===== src/rtl/dcram_bist_ctl.sv =====
// March C- BIST sequencer for the D-cache data RAM array.
// Takes over the RAM address/data/write-enable inputs, runs a six-element
// march with a solid or checkerboard background, compares every read and
// keeps a sticky error flag plus the address of the first failing read.
module dcram_bist_ctl #(
  parameter int AW = 11,
  parameter int DW = 64
) (
  input  logic          clk,
  input  logic          reset_l,
  input  logic [1:0]    bist_mode,
  input  logic          bist_reset,
  input  logic [DW-1:0] data_out,
  output logic          bist_active,
  output logic [AW-1:0] bist_addr,
  output logic [DW-1:0] bist_data_in,
  output logic [3:0]    bist_we,
  output logic          bist_done,
  output logic          dcache_test_err_l,
  output logic [AW-1:0] fail_addr
);

  typedef enum logic [2:0] {
    S_IDLE,
    S_WR,
    S_RD,
    S_FLUSH,
    S_DONE
  } state_t;

  localparam logic [AW-1:0] ADDR_LAST = '1;
  localparam logic [DW-1:0] CHECKER   = {(DW/2){2'b01}};

  state_t        state;
  logic [2:0]    elem;       // march element M0..M5
  logic [DW-1:0] bg0;        // background B0 latched at start; B1 = ~bg0
  logic          cmp_vld;    // a read was issued last cycle
  logic [DW-1:0] exp_data;   // value that read must return
  logic [AW-1:0] rd_addr;    // address of that read

  // Next march operation as seen from the current RD/WR op
  state_t        step_state;
  logic [2:0]    step_elem;
  logic [AW-1:0] step_addr;
  logic [DW-1:0] step_bg;
  logic          addr_last;
  logic          bist_abort;

  // Elements M0..M2 walk upwards, M3..M5 walk downwards
  function automatic logic elem_up(input logic [2:0] e);
    return (e <= 3'd2);
  endfunction

  // Background read in each element: M2 and M4 read B1, the rest read B0
  function automatic logic [DW-1:0] rd_bg(input logic [2:0] e, input logic [DW-1:0] b0);
    return ((e == 3'd2) || (e == 3'd4)) ? ~b0 : b0;
  endfunction

  // Background written in each element: M1 and M3 write B1, the rest write B0
  function automatic logic [DW-1:0] wr_bg(input logic [2:0] e, input logic [DW-1:0] b0);
    return ((e == 3'd1) || (e == 3'd3)) ? ~b0 : b0;
  endfunction

  assign bist_abort = (state != S_IDLE) && (bist_mode == 2'b00);

  // March stepping: read->write within an address, then advance or change element
  always_comb begin
    // NOTE: every output of this block gets a default first so no path can
    // leave it unassigned and infer a latch.
    step_state = state;
    step_elem  = elem;
    step_addr  = bist_addr;
    step_bg    = bist_data_in;
    addr_last  = elem_up(elem) ? (bist_addr == ADDR_LAST) : (bist_addr == '0);

    if (state == S_RD && elem != 3'd5) begin
      // Read half of a read-write element: write the same address next
      step_state = S_WR;
    end else if (state == S_RD || state == S_WR) begin
      if (addr_last) begin
        if (elem == 3'd5) begin
          // Final M5 read at address 0: one cycle to drain its compare
          step_state = S_FLUSH;
        end else begin
          // M1..M5 all begin with a read at their start address
          step_elem  = elem + 3'd1;
          step_state = S_RD;
          step_addr  = elem_up(elem + 3'd1) ? '0 : ADDR_LAST;
        end
      end else begin
        step_state = (elem == 3'd0) ? S_WR : S_RD;
        step_addr  = elem_up(elem) ? (bist_addr + AW'(1)) : (bist_addr - AW'(1));
      end
    end

    if (step_state == S_WR) begin
      step_bg = wr_bg(step_elem, bg0);
    end else if (step_state == S_RD) begin
      step_bg = rd_bg(step_elem, bg0);
    end
  end

  // Sequencer, registered RAM controls and compare pipeline
  always_ff @(posedge clk or negedge reset_l) begin
    // NOTE: sequential state uses non-blocking assignments so every register
    // samples the pre-edge values regardless of statement order.
    if (!reset_l) begin
      state             <= S_IDLE;
      elem              <= 3'd0;
      bg0               <= '0;
      cmp_vld           <= 1'b0;
      exp_data          <= '0;
      rd_addr           <= '0;
      bist_active       <= 1'b0;
      bist_addr         <= '0;
      bist_data_in      <= '0;
      bist_we           <= 4'h0;
      bist_done         <= 1'b0;
      dcache_test_err_l <= 1'b1;
      fail_addr         <= '0;
    end else if (bist_reset) begin
      state             <= S_IDLE;
      elem              <= 3'd0;
      cmp_vld           <= 1'b0;
      bist_active       <= 1'b0;
      bist_addr         <= '0;
      bist_data_in      <= '0;
      bist_we           <= 4'h0;
      bist_done         <= 1'b0;
      dcache_test_err_l <= 1'b1;
      fail_addr         <= '0;
    end else if (bist_abort) begin
      // Mode dropped: release the RAM, discard the in-flight compare, keep err
      state       <= S_IDLE;
      cmp_vld     <= 1'b0;
      bist_active <= 1'b0;
      bist_we     <= 4'h0;
      bist_done   <= 1'b0;
    end else begin
      // Compare the read issued last cycle; only the first failure is recorded
      if (cmp_vld && (data_out != exp_data) && dcache_test_err_l) begin
        dcache_test_err_l <= 1'b0;
        fail_addr         <= rd_addr;
      end

      cmp_vld  <= (state == S_RD);
      exp_data <= bist_data_in;
      rd_addr  <= bist_addr;

      case (state)
        S_IDLE: begin
          if (bist_mode != 2'b00 && !bist_done) begin
            state        <= S_WR;
            elem         <= 3'd0;
            bg0          <= (bist_mode == 2'b10) ? CHECKER : '0;
            bist_data_in <= (bist_mode == 2'b10) ? CHECKER : '0;
            bist_addr    <= '0;
            bist_we      <= 4'hf;
            bist_active  <= 1'b1;
          end
        end
        S_WR, S_RD: begin
          state        <= step_state;
          elem         <= step_elem;
          bist_addr    <= step_addr;
          bist_data_in <= step_bg;
          bist_we      <= (step_state == S_WR) ? 4'hf : 4'h0;
        end
        S_FLUSH: begin
          state       <= S_DONE;
          bist_done   <= 1'b1;
          bist_active <= 1'b0;
          bist_we     <= 4'h0;
        end
        S_DONE: begin
          state <= S_DONE;
        end
        default: begin
          state <= S_IDLE;
        end
      endcase
    end
  end

endmodule


===== config.mk =====
export PLATFORM = sky130hd
export DESIGN_NAME = dcram_bist_ctl
export DESIGN_NICKNAME = d
export VERILOG_FILES = /design/src/rtl/dcram_bist_ctl.sv
export SDC_FILE = /design/constraint.sdc
export NUM_CORES = 1
export LEC_CHECK = 0
export ABC_AREA = 0
export CAP_MARGIN = 20
export CORE_ASPECT_RATIO = 1.25
export CORE_MARGIN = 1
export CORE_UTILIZATION = 30
export DETAILED_ROUTE_END_ITERATION = 12
export DONT_BUFFER_PORTS = 1
export SKIP_CTS_REPAIR_TIMING = 1
export SYNTH_ARGS = -nofsm -noshare
export SYNTH_HDL_FRONTEND = slang
export SYNTH_SLANG_ARGS = --single-unit

===== constraint.sdc =====
create_clock -name clk -period 6.2 [get_ports clk]
set_clock_uncertainty 0.1 [all_clocks]
set_input_delay 0.93 -clock clk [delete_from_list [all_inputs] [get_ports clk]]
set_output_delay 0.93 -clock clk [all_outputs]
set_load 0.1 [all_outputs]

==> flow_metrics.tcl, run 1 <==
set metrics [dict create \
    drive_above_1_share 0.1481 \
    grt_max_degree 50 \
    mostFrequentLayoutCells "46 x nor2_1, 45 x dfrtp_1, 25 x nand2_1" \
    h-tree-depth 2 \
    cts_root_buf "clkbuf_16" \
    clk_pin_slew_worst_paths_ns 0.07 \
    max_freq_mhz 237.8 \
    p_comb_frac 0.327 \
    pre_cts_slack_ns 2.317 \
    ys_warn_count 0 \
    outcome "completed" \
    dp_hpwl_mm 7.466 \
    vias 2927 \
    fin_cells 542 \
    synth_edf_count 0 \
    peakVddDrop_v 0.0001175 \
    syn_area_um2 3796 \
    syn_to_final_growth_pct 0.7910 \
    maxCapViolations 0 \
    routed_wl_mm 9.680 \
    post-route-util 0.3132 \
    netlist.area_leader.share 0.3164 \
    synth_nets 513 \
    core_area_um2 12220 \
    cts_tree "done" \
    cp-start-kind "flop" \
    netSwitchingFraction 0.4780 \
    worst_slew_pin_slew_ns 1.149 \
    drtAntennaViolNets 0 \
    stdcell_area_um2 3826 \
    crit_path_max_fanout 25 \
    path_cells "buf_12 -> buf_16" \
    p_clk_frac 0.261 \
    drtIter0Drc 156 \
    setup_ws_ns 1.994 \
    critPathMaxStageDelay_ns 1.75 \
    clockBufferDepth 2 \
    antenna_cells 0 \
    drc 0 \
    final_common_cell "nor2_1" \
    synth_cell_types 62 \
    first_global_vias 2816 \
    synthFlopType "dfrtp_1" \
    cp_data_arrival_time_ns 3.18 \
    ys_top_cells_by_area "dfrtp_1 32%, buf_4 13%, mux2i_1 5.8%" \
    clock_latency_ns 0.29 \
    io_pins 162 \
    ys_ff_latch 49 \
    worstPathRequired_ns 5.17 \
    hp-class "input port to async pin" \
    nets 455 \
    synth_top_area_cell "dfrtp_1" \
    p_leak_uw 0.001557 \
    grtUsageTotal 0.1461 \
    die_y_um 127.8 \
    async_reset_ff_frac 1.000 \
    row_count 45 \
    die-area_um2 13110 \
    cp-end-kind "output pin" \
    cts_buffers 5 \
    clock-sinks 49 \
    syn_area_per_cell_um2 8.707 \
    intPower_uw 533.4 \
    pwr-share-seq 0.412 \
    netlist_instances 436 \
    fin_crit_sh 0.6784 \
    setup_tns_ns 0 \
    initial_core_util 0.3107 \
    finalHoldViolCount 0 \
    postPlaceCellArea_um2 3657 \
    grt_pass1_wl_mm 14.67 \
    powerDensity_nw_per_um2 267.0 \
    routabilityCongestion 0.8189 \
    rsz0062_at_grt "false" \
    power_switching_uw 488.4 \
    die_w_um 102.6 \
    setup_viol 0 \
    via_per_inst 5.400 \
    grt.overflow.total 0 \
    port_buffers 0 \
    maxSlewHeadroom 0.2340 \
    worstSetupPathType "flop to output pin" \
    drv_slew 0 \
    routedWlPerCell_um 17.86 \
    period_needed_ns 4.206 \
    dr.pass1.iters 4 \
    antenna_found_initial 0 \
    cp_slowest_cell "buf_12" \
    placed_cells 534 \
    seq_area_frac_synth 0.3233 \
]
[per-stage QoR]
step,hold WS [ns],power [µW]
2_1_floorplan,0.3496,767.6
3_3_place_gp,0.3683,760.0
3_5_place_dp,0.3801,761.9
4_1_cts,0.2224,1028
5_1_grt,0.2186,1053
6_report,0.2270,1022
[routing by layer]
| metal | track usage | vias up | routed length, µm |
|---|---|---|---|
| met4 | 0.05546 | 0 | 182 |
| met2 | 0.2663 | 134 | 4954 |
| met3 | 0.03762 | 14 | 782 |
| li1 | - | 1396 | - |
| met5 | 0 | - | 0 |
| met1 | 0.1584 | 1383 | 3761 |
[cell type report]
class	instances	area, µm²
Clock buffer	5	125.1
Clock inverter	2	16.27
Fill cell	1272	8392
Inverter	11	41.29
Multi-Input combinational cell	292	1927
Sequential cell	49	1239
Tap cell	164	205.2
Timing Repair Buffer	19	272.8
[critical path, delay by kind of cell, from the launching register on]
kind                   cells  cell delay (ns)
flip-flops                 1             0.43
buffers and inverters      2             2.25
[cells by family (layout without fill, tap and decap cells)]
group           count (synthesis)  in the layout  synth area share
fa+ha+maj                       8              8           0.02637
compound gates                 76             76            0.1384
mux                            32             32           0.08767
buf+inv                        95             37            0.1704
simple gates                  170            170            0.2399
xor+xnor                        6              6           0.01384
flops                          49             49            0.3233
[sequential cells by signal, indices dropped and copies added (netlist names)]
name,flops
bist_addr,11
elem,3
bg0,1
rd_addr,11
bist_data_in,2
cmp_vld,1
bist_active,1
dcache_test_err_l,1
exp_data,2
state,3
bist_done,1
bist_we,1
fail_addr,11
[Yosys cell counts (all sizes together), types with 2 or more instances]
cell    number
nand2b       2
a311oi       3
inv         11
mux2i       22
o211ai       5
nor2        47
nand4       19
o211a        2
a211oi       3
nor4        12
clkbuf       8
o21ai       26
nor3        19
o22ai        2
ha           8
buf         76
mux2        10
or4         10
a21o         4
and2b        2
a32oi        2
nor2b        4
a21oi       11
nand3       11
and3         5
xnor2        5
nand2       25
and2         4
a31oi        5
dfrtp       48
o31ai        2
or2          2
nor3b        4
a32o         4
[power by group through the flow]
| stage | Sequential [µW] | Combinational (µW) | Clock [µW] |
|---|---|---|---|
| after floorplan | 384 | 384 | 0 |
| after global placement | 427 | 333 | 0 |
| after detailed placement | 428 | 334 | 0 |
| after CTS | 421 | 335 | 272 |
| after global routing | 424 | 347 | 282 |
| final | 421 | 334 | 267 |
[final timing paths]
path | startpoint | end | slack [ns] | cells past startpoint
max | bist_data_in[61] | bist_data_in[35] | 1.99 | 2
min | reset_l | bist_addr[4] | 0.23 | 0
max reg2reg | bist_done | bist_addr[10] | 2.77 | 7
min reg2reg | rd_addr[7] | rd_addr[7] | 0.39 | 2
max in group asynchronous | reset_l | dcache_test_err_l | 5.57 | 0
min in group clk | rd_addr[7] | rd_addr[7] | 0.39 | 2
Note: power is estimated with default switching activity, not from simulation.
==> run 2: changes to the inputs <==
==> constraint.sdc (replaced) <==
create_clock -name clk -period 4.17 [get_ports clk]
set_clock_uncertainty 0.1 [all_clocks]
set_input_delay 0.6255 -clock clk [delete_from_list [all_inputs] [get_ports clk]]
set_output_delay 0.6255 -clock clk [all_outputs]
set_load 0.1 [all_outputs]
==> run 2 against run 1 <==
  * Critical path depth grew 1
  * Register-to-register slack worse by 1.7 ns
  * Clock power up 57%
  * Global-route usage increased by 0.54 points
==> flow_metrics.tcl, run 2 (same netlist as run 1, synthesis figures left out) <==
set metrics [dict create \
    clockBufferDepth 2 \
    max_freq_mhz 270.4 \
    via_per_inst 5.515 \
    fin_cells 550 \
    antenna_cells 0 \
    vias 3033 \
    die-area_um2 13110 \
    crit_path_max_fanout 17 \
    final_common_cell "nor2_1" \
    r2r_setup_slack_ns 1.03 \
    nets 462 \
    setup_tns_ns 0 \
    drc 0 \
    regToRegEndpoint "bist_addr[10]" \
    cts_root_buf "clkbuf_16" \
    worstPathRequired_ns 3.44 \
    grt.overflow.total 0 \
    cp_slowest_cell "buf_12" \
    first_global_vias 3032 \
    mostFrequentLayoutCells "46 x nor2_1, 45 x dfrtp_1, 25 x nand2_1" \
    maxCapViolations 0 \
    worstSetupPathType "flop to output pin" \
    pre_cts_slack_ns 0.7848 \
    grt_pass1_wl_mm 15.05 \
    core_area_um2 12220 \
    syn_to_final_growth_pct 3.329 \
    regArea_um2 1239 \
    cts_tree "done" \
    cp-start-kind "flop" \
    initial_core_util 0.3107 \
    grtUsageTotal 0.1515 \
    outcome "completed" \
    drtIter0Drc 125 \
    antenna_found_initial 0 \
    port_buffers 0 \
    rsz0062_at_grt "false" \
    multiInputGateArea_um2 1927 \
    clk_pin_slew_worst_paths_ns 0.07 \
    row_count 45 \
    clock-sinks 49 \
    routed_wl_mm 9.885 \
    crit_top_cell "buf_12" \
    drv_slew 0 \
    p_leak_uw 0.001615 \
    fin_crit_sh 0.8870 \
    h-tree-depth 2 \
    dr.pass1.iters 4 \
    critPathTopFamily "buffers and inverters" \
    rr_startpoint "elem[0]" \
    grt_max_degree 50 \
    period_needed_ns 3.699 \
    n_fill_cell 1251 \
    io_pins 162 \
    post-route-util 0.3210 \
    worst-path-buf-inv 3 \
    maxSlewHeadroom 0.2529 \
    path_cells "buf_12 -> buf_12 -> buf_16" \
    drive_above_1_share 0.1658 \
    r2r_cells 11 \
    routedWlPerCell_um 17.97 \
    setup_viol 0 \
    drtAntennaViolNets 0 \
    die_y_um 127.8 \
    cp_data_arrival_time_ns 2.97 \
    clock_latency_ns 0.30 \
    cts_buffers 5 \
    placed_cells 540 \
    powerDensity_nw_per_um2 395.3 \
    finalHoldViolCount 0 \
    hp-class "input port to async pin" \
    top_regs "bist_addr: 11 flops, fail_addr: 11 flops, rd_addr: 11 flops" \
    critPathMaxStageDelay_ns 1.22 \
    peakVddDrop_v 0.0004564 \
    routabilityCongestion 0.8462 \
    dp_hpwl_mm 7.476 \
    setup_ws_ns 0.4713 \
    die_w_um 102.6 \
    cp-end-kind "output pin" \
    worst_slew_pin_slew_ns 1.121 \
]
## run 2: worst register-to-register path, cell delays in order (launching register included)
cell	delay, ns
dfrtp_1	0.49
inv_1	0.15
ha_1	0.18
and2b_2	0.25
nor2_4	0.21
inv_2	0.14
ha_1	0.35
and3_1	0.18
a2111oi_0	0.52
a211oi_1	0.15
a31oi_1	0.18
o211ai_1	0.10
## run 2: worst max path at each step
stage                                start               end  slack (ns)  depth (start not counted)
final                     bist_data_in[62]   bist_data_in[0]        0.47                          3
after global routing      bist_data_in[62]   bist_data_in[0]        0.43                          3
after CTS                 bist_data_in[62]   bist_data_in[0]        0.47                          3
after detailed placement  bist_data_in[62]  bist_data_in[36]        0.78                          3
after global placement    bist_data_in[62]   bist_data_in[0]        0.79                          3
after floorplan               bist_addr[1]  bist_data_in[62]        1.23                          8
## run 2: layer usage
metal / vias to the layer above / GRT usage / part of all wire
met4: 0 / 0.07899 / 0.030
met5: - / 0 / 0
li1: 1416 / - / -
met1: 1465 / 0.1562 / 0.38
met3: 24 / 0.04308 / 0.085
met2: 128 / 0.2725 / 0.50
## run 2: power by group
part	internal (µW)	leakage (µW)	switching, µW
sequential	491	0.000666	89.2
clock	239	0.0000768	180
combinational	82.7	0.000872	469
total	813	0.00161	738
## run 2: layout make-up
type / instances / area share
Clock inverter: 2 / 0.003509
Inverter: 11 / 0.01053
Sequential cell: 49 / 0.3158
Tap cell: 164 / 0.05231
Clock buffer: 6 / 0.03541
Multi-Input combinational cell: 292 / 0.4912
Timing Repair Buffer: 26 / 0.09123
## run 2: metrics by stage
step                      hold slack [ns]  area, µm²  total power (µW)
after floorplan                    0.2299       3796              1141
after global placement             0.2319       3715              1128
final                             0.06122       3923              1551
after detailed placement           0.2312       3715              1129
after CTS                        -0.08837       3867              1551
after global routing              0.06697       3923              1605
